$ cat config.mk
export PLATFORM = sky130hd
export DESIGN_NAME = seg_display_arbiter
export DESIGN_NICKNAME = d
export VERILOG_FILES = /design/src/rtl/seg_pkg.sv /design/src/rtl/seg_display_arbiter_decoder.sv /design/src/rtl/seg_display_arbiter.sv
export SDC_FILE = /design/constraint.sdc
export NUM_CORES = 1
export LEC_CHECK = 0
export CAP_MARGIN = 20
export CORE_MARGIN = 1
export CORE_UTILIZATION = 47
export CTS_BUF_LIST = sky130_fd_sc_hd__clkbuf_8
export DETAILED_ROUTE_END_ITERATION = 8
export PLACE_DENSITY = 0.7
export SYNTH_ARGS = -nofsm -noshare
export SYNTH_HDL_FRONTEND = slang
export SYNTH_HIERARCHICAL = 1
export SYNTH_SLANG_ARGS = --single-unit
export TNS_END_PERCENT = 1
$ cat constraint.sdc
create_clock -name intClk -period 6.8 [get_ports intClk]
set_input_delay 0.68 -clock intClk [delete_from_list [all_inputs] [get_ports intClk]]
set_output_delay 0.68 -clock intClk [all_outputs]
set_load 0.05 [all_outputs]
$ cat src/rtl/seg_pkg.sv
// Shared constants, state enums and the BCD-to-cathode mapping for the
// seven-segment display arbiter. Cathode patterns are active low, MSB=A .. LSB=G.
package seg_pkg;

   localparam logic [6:0] SEG_0     = 7'b0000001;
   localparam logic [6:0] SEG_1     = 7'b1001111;
   localparam logic [6:0] SEG_2     = 7'b0010010;
   localparam logic [6:0] SEG_3     = 7'b0000110;
   localparam logic [6:0] SEG_4     = 7'b1001100;
   localparam logic [6:0] SEG_5     = 7'b0100100;
   localparam logic [6:0] SEG_6     = 7'b0100000;
   localparam logic [6:0] SEG_7     = 7'b0001111;
   localparam logic [6:0] SEG_8     = 7'b0000000;
   localparam logic [6:0] SEG_9     = 7'b0000100;
   localparam logic [6:0] SEG_DASH  = 7'b1111110;
   localparam logic [6:0] SEG_BLANK = 7'b1111111;

   typedef enum logic [1:0] {
      ARB_IDLE = 2'd0,
      ARB_OWN0 = 2'd1,
      ARB_OWN1 = 2'd2
   } arb_state_t;

   typedef enum logic {
      PH_BLANK = 1'b0,
      PH_DRIVE = 1'b1
   } scan_phase_t;

   // Non-decimal nibbles show a dash so corrupted BCD is visible on the board.
   function automatic logic [6:0] bcd_to_seg(input logic [3:0] nibble);
      case (nibble)
         4'd0:    return SEG_0;
         4'd1:    return SEG_1;
         4'd2:    return SEG_2;
         4'd3:    return SEG_3;
         4'd4:    return SEG_4;
         4'd5:    return SEG_5;
         4'd6:    return SEG_6;
         4'd7:    return SEG_7;
         4'd8:    return SEG_8;
         4'd9:    return SEG_9;
         default: return SEG_DASH;
      endcase
   endfunction

endpackage

$ cat src/rtl/seg_display_arbiter_decoder.sv
// Nibble-to-cathode decoder with a forced-blank override.
module seg_decoder
   import seg_pkg::*;
(
   input  logic [3:0] nibble,
   input  logic       blank,
   output logic [6:0] seg
);

   always_comb begin
      seg = blank ? SEG_BLANK : bcd_to_seg(nibble);
   end

endmodule

$ cat src/rtl/seg_display_arbiter.sv
// Two-requester arbiter for the Basys 3 four-digit display with its own anode scan.
// Optional build macro SEG_LEADING_ZERO_BLANK_EN blanks leading zeros on AN3..AN1.
module seg_display_arbiter
   import seg_pkg::*;
#(
   parameter int DWELL_CYCLES = 400000,
   parameter int BLANK_CYCLES = 4000,
   parameter int HOLD_FRAMES  = 63
) (
   input  logic        intClk,
   input  logic        reset,
   input  logic [1:0]  req,
   input  logic [15:0] bcd0,
   input  logic [15:0] bcd1,
   output logic [1:0]  grant,
   output logic [6:0]  sevenSeg,
   output logic [3:0]  anodes,
   output logic        frame_tick
);

   localparam int CNT_MAX = (DWELL_CYCLES > BLANK_CYCLES) ? DWELL_CYCLES : BLANK_CYCLES;
   localparam int CW      = (CNT_MAX > 1) ? $clog2(CNT_MAX) : 1;
   localparam int HW      = (HOLD_FRAMES > 0) ? $clog2(HOLD_FRAMES + 1) : 1;

   localparam logic [CW-1:0] DWELL_LAST = CW'(DWELL_CYCLES - 1);
   localparam logic [CW-1:0] BLANK_LAST = CW'(BLANK_CYCLES - 1);
   localparam logic [HW-1:0] HOLD_MAX   = HW'(HOLD_FRAMES);

   scan_phase_t phase_q, phase_d;
   logic [1:0]     digit_q, digit_d;
   logic [CW-1:0]  cnt_q, cnt_d;
   logic           frame_end;

   arb_state_t     arb_q, arb_d;
   logic [HW-1:0]  hold_q, hold_d, hold_inc;
   logic           last_q, last_d;
   logic [15:0]    frame_q, frame_d;
   logic [1:0]     grant_d;

   logic [3:0]     anodes_d;
   logic           tick_d;
   logic [3:0]     nib_sel;
   logic           blank_sel;
   logic           lead_zero;
   logic [6:0]     seg_d;

   // NOTE: every always_comb output gets a default first so no path infers a latch.
   always_comb begin
      phase_d   = phase_q;
      digit_d   = digit_q;
      cnt_d     = cnt_q + CW'(1);
      frame_end = (phase_q == PH_DRIVE) && (digit_q == 2'd3) && (cnt_q == DWELL_LAST);
      case (phase_q)
         PH_BLANK: if (cnt_q == BLANK_LAST) begin
            phase_d = PH_DRIVE;
            cnt_d   = '0;
         end
         PH_DRIVE: if (cnt_q == DWELL_LAST) begin
            phase_d = PH_BLANK;
            digit_d = digit_q + 2'd1;
            cnt_d   = '0;
         end
         default: begin
            phase_d = PH_BLANK;
            cnt_d   = '0;
         end
      endcase
   end

   // Ownership, hold count, pointer and frame latch only move on the frame-end edge.
   always_comb begin
      arb_d    = arb_q;
      hold_d   = hold_q;
      last_d   = last_q;
      frame_d  = frame_q;
      hold_inc = (hold_q == HOLD_MAX) ? hold_q : hold_q + HW'(1);
      if (frame_end) begin
         case (arb_q)
            ARB_IDLE: begin
               case (req)
                  2'b01:   arb_d = ARB_OWN0;
                  2'b10:   arb_d = ARB_OWN1;
                  2'b11:   arb_d = last_q ? ARB_OWN0 : ARB_OWN1;
                  default: arb_d = ARB_IDLE;
               endcase
            end
            ARB_OWN0: begin
               if (!req[0])                            arb_d = req[1] ? ARB_OWN1 : ARB_IDLE;
               else if (req[1] && hold_inc >= HOLD_MAX) arb_d = ARB_OWN1;
            end
            ARB_OWN1: begin
               if (!req[1])                            arb_d = req[0] ? ARB_OWN0 : ARB_IDLE;
               else if (req[0] && hold_inc >= HOLD_MAX) arb_d = ARB_OWN0;
            end
            default: arb_d = ARB_IDLE;
         endcase

         if (arb_d != arb_q)         hold_d = '0;
         else if (arb_q != ARB_IDLE) hold_d = hold_inc;

         case (arb_d)
            ARB_OWN0: begin
               frame_d = bcd0;
               last_d  = 1'b0;
            end
            ARB_OWN1: begin
               frame_d = bcd1;
               last_d  = 1'b1;
            end
            default: frame_d = '0;
         endcase
      end
      grant_d = {arb_d == ARB_OWN1, arb_d == ARB_OWN0};
   end

   always_comb begin
      lead_zero = 1'b0;
`ifdef SEG_LEADING_ZERO_BLANK_EN
      case (digit_d)
         2'd3:    lead_zero = (frame_q[15:12] == 4'd0);
         2'd2:    lead_zero = (frame_q[15:8]  == 8'd0);
         2'd1:    lead_zero = (frame_q[15:4]  == 12'd0);
         default: lead_zero = 1'b0;
      endcase
`endif
   end

   // Outputs are decoded from the next scan state so the registered pins line up with it.
   always_comb begin
      nib_sel   = frame_q[{digit_d, 2'b00} +: 4];
      blank_sel = (phase_d == PH_BLANK) || (arb_q == ARB_IDLE) || lead_zero;
      anodes_d  = ((phase_d == PH_DRIVE) && (arb_q != ARB_IDLE)) ? ~(4'b0001 << digit_d) : 4'b1111;
      tick_d    = (phase_d == PH_DRIVE) && (digit_d == 2'd3) && (cnt_d == DWELL_LAST);
   end

   seg_decoder u_dec (
      .nibble (nib_sel),
      .blank  (blank_sel),
      .seg    (seg_d)
   );

   // NOTE: sequential state uses non-blocking assignments so all flops sample together.
   always_ff @(posedge intClk or posedge reset) begin
      if (reset) begin
         phase_q    <= PH_BLANK;
         digit_q    <= 2'd0;
         cnt_q      <= '0;
         arb_q      <= ARB_IDLE;
         hold_q     <= '0;
         last_q     <= 1'b1;
         frame_q    <= '0;
         grant      <= 2'b00;
         anodes     <= 4'b1111;
         sevenSeg   <= SEG_BLANK;
         frame_tick <= 1'b0;
      end else begin
         phase_q    <= phase_d;
         digit_q    <= digit_d;
         cnt_q      <= cnt_d;
         arb_q      <= arb_d;
         hold_q     <= hold_d;
         last_q     <= last_d;
         frame_q    <= frame_d;
         grant      <= grant_d;
         anodes     <= anodes_d;
         sevenSeg   <= seg_d;
         frame_tick <= tick_d;
      end
   end

endmodule
==> results.yml, run 1 <==
status:
  status: "finished, final reports clean"
route:
  ant_nets: 0
  viasPerCell: 5.54
  num_vias: 3088
  avgRoutedWirePerCell_um: 14.0
  drt_first_pass_iters: 4
  drtIter0Drc: 119
  routed_wl_um: 7810
  drc: 0
floorplan:
  core-area_um2: 7730
  io_pins: 50
  fp.dieW_um: 91.4
  dieHeight_um: 91.4
  fp-row-count: 32
  start_util: 0.486
  design.die.area_um2: 8350
critical_path:
  regToRegSetupSlack_ns: 3.42
  path_class: "flip-flop to flip-flop"
  critPathBufInv: 0
  critPathTopFamily: "compound AO/OA/AOI/OAI gates"
  rr_endpoint: "frame_q[15]"
  cp_max_fo: 16
  r2r-start: "hold_q[0]"
  worst_setup_path_start_kind: "flip-flop"
  crit_path_end_kind: "flip-flop"
  slowest_delay_ns: 0.47
  worstPathRequired_ns: 7.03
  crit_path_top_delay_cell: "dfrtp_1"
  cpMostUsedCell: "ha_1"
  r2r_cells: 10
  crit_arrival_ns: 3.61
  path_cells: "ha_1, o21ai_0, o22ai_1, a211oi_1, mux2_2, nand3_1, ha_1, nor2_4, nand4_4, o221ai_1"
clock_tree:
  clk_pin_slew_worst_paths_ns: 0.07
  clk_latency_ns: 0.34
  cts_buffer_depth: 2
  numCtsBuffers: 9
  cts_sinks: 61
  cts_tree: "yes"
  post-cts-setup-buffer-count: 0
  cts_root_buf: "clkbuf_8"
  ctsResizeCount: 0
  cts_max_level: 3
  hold_buffers: 0
synth:
  ys_async_sr_fraction: 1.00
  synth_cell_types: 61
  synth-edff-count: 0
  synth_top_area_share: 0.327
  yosysWarnings: 6
  avgSynthCellArea_um2: 9.25
  ys_ff_latch: 61
  synth_top_flop_cell: "dfrtp_1"
  yosys.area.top_type: "dfrtp_1"
  syn_nets: 452
  synthTopCellsByArea: "dfrtp_1 (33%), dfstp_2 (8.4%), nand2_1 (6.3%)"
  ys_seq_area_frac: 0.411
  syn_area_um2: 3750
  synth_cells: 406
grt:
  grt_max_degree: 62
  grt_pass1_wl_um: 13200
  overflow: 0
  grt_pass1_vias: 2891
  gr-usage-all-layers: 0.197
  antenna_found_initial: 0
hold_path:
  hold-path-endpoint: "frame_q[14]"
  hold_class: "flip-flop to flip-flop"
  hold_path_depth: 2
  hold_start: "frame_q[14]"
sta:
  fin_worst_skew_ns: 0.0132
  tightest_slew_ns: 0.762
  fmax_mhz: 296
  slew_headroom: 0.491
  drv_slew: 0
  grt_setup_unrepaired: "no"
  fin_ws_ns: 3.42
  finalSetupViolations: 0
  hold_viol_final: 0
  tns_ns: 0
  whs_ns: 0.506
  min_period_ns: 3.38
  fin_crit_sh: 0.497
place:
  place_ws_ns: 2.96
  numPortBuffers: 49
  gp_congestion: 0.835
  dp.cells: 540
  dp_hpwl_um: 5530
layout:
  final_cells: 557
  syn2layout_area_growth_pct: 19.0
  nFillCells: 658
  drive_gt1_frac: 0.132
  regArea_um2: 1540
  diodes: 0
  nNetsFinal: 496
  final_cell_mix: "nand2_1 (63), dfrtp_1 (49), clkdlybuf4s50_1 (49), inv_1 (34), nor2_1 (32)"
  multi_input_area_um2: 2000
  final_common_cell: "nand2_1"
job:
  cap_violations: 0
power_and_ir_drop:
  leakagePower_nw: 1.89
  p_total_mw: 0.681
  peakVddDrop_uv: 83.5
  power_density_nw_per_um2: 152
-- state kept, by name (all words and copies together), names as in the netlist --
register    cells
cnt_q          19
frame_q        16
sevenSeg        7
hold_q          6
anodes          4
arb_q           2
digit_q         2
grant           2
frame_tick      1
last_q          1
phase_q         1
-- cells by family (layout without fill, tap and decap cells) --
family	count (synthesis)	in the layout	synth area share
compound gates	74	74	0.153
flops	61	61	0.411
buf+inv	52	101	0.0576
simple gates	177	177	0.254
fa+ha+maj	10	10	0.0333
mux	11	11	0.0430
xor+xnor	21	21	0.0490
-- worst reg2reg max path, cell delays in order, from the launching register on --
cell and delay [ns]:
dfrtp_1 0.47, ha_1 0.33, o21ai_0 0.34, o22ai_1 0.12
a211oi_1 0.35, mux2_2 0.43, nand3_1 0.14, ha_1 0.31
nor2_4 0.15, nand4_4 0.33, o221ai_1 0.31
-- per-layer routing --
metal	GRT usage	vias up	wire, um
met5	0	-	0
met4	0.0701	0	121
met3	0.0327	12	228
met2	0.322	60	3780
met1	0.263	1510	3680
li1	-	1506	-
-- stage by stage --
stage	utilization	instance area (um^2)
finish	0.578	4470
global placement	0.555	4290
CTS	0.577	4460
detailed placement	0.555	4290
global route	0.578	4470
floorplan	-	3750
-- report_power, final --
part | total, mW | internal, mW | leakage [nW] | switching, mW
clock network | 0.276 | 0.138 | 0.0907 | 0.138
registers | 0.363 | 0.363 | 0.697 | 0
logic | 0.0420 | 0.0221 | 1.10 | 0.0198
total | 0.681 | 0.523 | 1.89 | 0.158
-- how the worst max path moves through the flow --
stage,endpoint,from,depth (start not counted),slack (ns)
2_1_floorplan,frame_q[10],hold_q[0],13,3.61
3_3_place_gp,frame_q[0],hold_q[0],10,3.14
3_5_place_dp,frame_q[2],hold_q[0],10,2.96
4_1_cts,frame_q[9],hold_q[0],10,2.95
5_1_grt,frame_q[13],hold_q[0],10,3.17
6_report,frame_q[15],hold_q[0],10,3.42
-- layout make-up --
| type | instances | area share |
|---|---|---|
| multi-input cells | 293 | 0.447 |
| flip-flops and latches | 61 | 0.345 |
| repair buffers | 51 | 0.113 |
| clock buffers | 10 | 0.0308 |
| inverters | 34 | 0.0286 |
| well taps | 102 | 0.0286 |
| clock inverters | 6 | 0.00728 |
-- synthesized netlist by cell type, drive strengths merged, types with 2 or more instances --
cell type,n
or4,4
and2,4
inv,34
nand3b,2
dfrtp,49
o221ai,17
and4,2
ha,10
xnor2,14
nor4,4
a211oi,3
o21bai,2
nor3,8
a31oi,2
buf,7
nand2,63
o31ai,2
nor2b,6
nor3b,2
nand3,16
o21a,2
o21ai,13
a21o,2
nand4b,2
mux2i,6
nor2,33
clkbuf,11
or2,3
mux4,4
o22ai,5
a21oi,19
dfstp,12
nand4bb,2
nand2b,6
nand4,8
xor2,7
o221a,2
and3,9
No activity file was read; power rests on OpenSTA's default activity.
==> run 2, diff against run 1 <==
--- a/config.mk
+++ b/config.mk
@@ -10,7 +10,7 @@
 export CORE_UTILIZATION = 47
 export CTS_BUF_LIST = sky130_fd_sc_hd__clkbuf_8
 export DETAILED_ROUTE_END_ITERATION = 8
-export PLACE_DENSITY = 0.7
+export PLACE_DENSITY = 0.73
 export SYNTH_ARGS = -nofsm -noshare
 export SYNTH_HDL_FRONTEND = slang
 export SYNTH_HIERARCHICAL = 1
==> constraint.sdc (replaced) <==
create_clock -name intClk -period 2.84 [get_ports intClk]
set_input_delay 0.284 -clock intClk [delete_from_list [all_inputs] [get_ports intClk]]
set_output_delay 0.284 -clock intClk [all_outputs]
set_load 0.05 [all_outputs]
==> run 2 against run 1 <==
Net effect:
- critical path depth is 2 higher
- clock skew hardly changed
- clock power grew to 3.0 times the previous value
- via count is 5.4% higher
- wire length is 10% higher
==> results.yml, run 2 (synthesized netlist as in run 1, its figures left out) <==
clock_tree:
  cts_buffer_depth: 2
  cts_max_level: 3
  cts_sinks: 61
  cts_tree: "yes"
  hold_buffers: 0
  clk_latency_ns: 0.34
  numCtsBuffers: 9
  clk_pin_slew_worst_paths_ns: 0.07
  cts_root_buf: "clkbuf_8"
sta:
  finalSetupViolations: 0
  tightest_slew_ns: 0.664
  slew_headroom: 0.557
  fmax_mhz: 363
  grt_setup_unrepaired: "yes"
  fin_worst_skew_ns: 0.0129
  hold_viol_final: 0
  min_period_ns: 2.76
  fin_ws_ns: 0.0818
  drv_slew: 0
  fin_crit_sh: 0.971
power_and_ir_drop:
  pwr-share-seq: 0.477
  comb_power_share: 0.063
  power_density_nw_per_um2: 373
  peakVddDrop_uv: 203
  leakagePower_nw: 2.09
  switching_share: 0.209
  pwr-share-clk: 0.460
  switchingPower_mw: 0.381
  internal-power_mw: 1.44
job:
  cap_violations: 0
critical_path:
  critPathBufInv: 2
  worst_setup_path_start_kind: "flip-flop"
  r2r-start: "hold_q[0]"
  critPathTopFamily: "compound AO/OA/AOI/OAI gates"
  cp_max_fo: 8
  path_class: "flip-flop to flip-flop"
  crit_arrival_ns: 3.01
  cpMostUsedCell: "ha_4"
  crit_path_top_delay_cell: "dfrtp_2"
  path_cells: "ha_4, nand4b_1, a21o_1, a211oi_2, nand2_1, a311o_1, inv_2, ha_4, nor2_4, nand4_4, clkbuf_16, o221ai_2"
  worstPathRequired_ns: 3.10
  cp-startpoint: "hold_q[0]"
  slowest_delay_ns: 0.43
  crit_path_end_kind: "flip-flop"
floorplan:
  start_util: 0.486
  core-area_um2: 7730
  fp-row-count: 32
  dieHeight_um: 91.4
  design.die.area_um2: 8350
  fp.dieW_um: 91.4
  io_pins: 50
route:
  wl_met1_um: 3860
  routed_wl_um: 8620
  avgRoutedWirePerCell_um: 14.7
  drt_first_pass_iters: 4
  num_vias: 3256
  route.met3.wl_um: 271
  wl_met2_um: 4330
  highest_layer: "met4"
  drc: 0
  ant_nets: 0
  viasPerCell: 5.55
  drtIter0Drc: 153
hold_path:
  hold_class: "input port to asynchronous set/reset pin"
grt:
  grt_pass1_wl_um: 13800
  gr-usage-all-layers: 0.208
  overflow: 0
  grt_max_degree: 32
  grt_pass1_vias: 2983
  antenna_found_initial: 0
layout:
  syn2layout_area_growth_pct: 30.2
  largest_reg_flops: 19
  diodes: 0
  final_common_cell: "nand2_1"
  final_cell_mix: "nand2_1 (63), clkdlybuf4s50_1 (49), dfrtp_1 (48), inv_1 (33), nor2_1 (32)"
  drive_gt1_frac: 0.214
  nNetsFinal: 526
  largest_register: "cnt_q"
  finalCoreUtilization: 0.633
  largestRegisters: "cnt_q x19, frame_q x16, sevenSeg x7"
place:
  dp_hpwl_um: 6320
  place_ws_ns: -0.0150
  gp_congestion: 0.849
  numPortBuffers: 49
status:
  status: "finished, final reports clean"
run 2: cell types whose count changed in the layout (fill, tap and decap cells not counted), sizes merged:
cell      change
clkinvlp      -1
clkbuf        +1
buf          +29
bufinv        +2
clkinv        -1
run 2: per-layer routing:
metal | global-route usage | vias to the layer above
met5 | 0 | -
met4 | 0.0939 | 0
met3 | 0.0318 | 15
met2 | 0.342 | 73
met1 | 0.268 | 1595
li1 | - | 1573
run 2: stage by stage:
stage	setup TNS (ns)	area (um^2)	hold WS (ns)	cells	power (mW)
3_3_place_gp	0	4560	0.493	569	0.997
5_1_grt	-0.726	4890	0.415	587	1.90
6_report	0	4890	0.361	587	1.82
3_5_place_dp	-0.0150	4560	0.498	569	0.998
2_1_floorplan	-0.0357	3800	0.452	406	0.930
4_1_cts	0	4790	0.370	585	1.85
run 2: power by group through the flow:
| stage | sequential (mW) | clock [mW] | combinational [mW] |
|---|---|---|---|
| 2_1_floorplan | 0.885 | 0 | 0.0453 |
| 6_report | 0.870 | 0.838 | 0.115 |
| 3_5_place_dp | 0.885 | 0 | 0.113 |
| 3_3_place_gp | 0.885 | 0 | 0.112 |
| 5_1_grt | 0.869 | 0.900 | 0.126 |
| 4_1_cts | 0.870 | 0.861 | 0.114 |
run 2: final timing paths:
kind / end / slack (ns) / depth (start not counted)
min reg2reg: frame_q[1] / 0.52 / 2
max in group asynchronous: sevenSeg[5] / 1.72 / 3
min: cnt_q[17] / 0.36 / 2
min in group intClk: frame_q[1] / 0.52 / 2
max reg2reg: frame_q[3] / 0.08 / 12
max: frame_q[3] / 0.08 / 12
run 2: layout make-up:
type,instances,area (um^2)
fill,641,2840
multi-input combinational,293,2100
sequential,61,1540
timing repair buffer,81,777
clock buffer,10,138
inverter,34,128
tap,102,128
clock inverter,6,80.1
run 2: repair_timing:
| item | 4_1_cts | 5_1_grt |
|---|---|---|
| hold endpoints to repair | 0 | 0 |
| setup buffers | 0 | 1 |
| cloned | 0 | 1 |
| pin swaps | 1 | 10 |
| resized for setup | 2 | 12 |
| endpoints found under the setup margin | 6 | 18 |
==> run 3, diff against run 2 <==
--- a/config.mk
+++ b/config.mk
@@ -10,6 +10,7 @@
 export CORE_UTILIZATION = 47
 export CTS_BUF_LIST = sky130_fd_sc_hd__clkbuf_8
 export DETAILED_ROUTE_END_ITERATION = 8
+export HOLD_SLACK_MARGIN = 0.15
 export PLACE_DENSITY = 0.73
 export SYNTH_ARGS = -nofsm -noshare
 export SYNTH_HDL_FRONTEND = slang
==> results of run 3 <==
No change in the layout: final DEF, timing and power equal those of run 2.
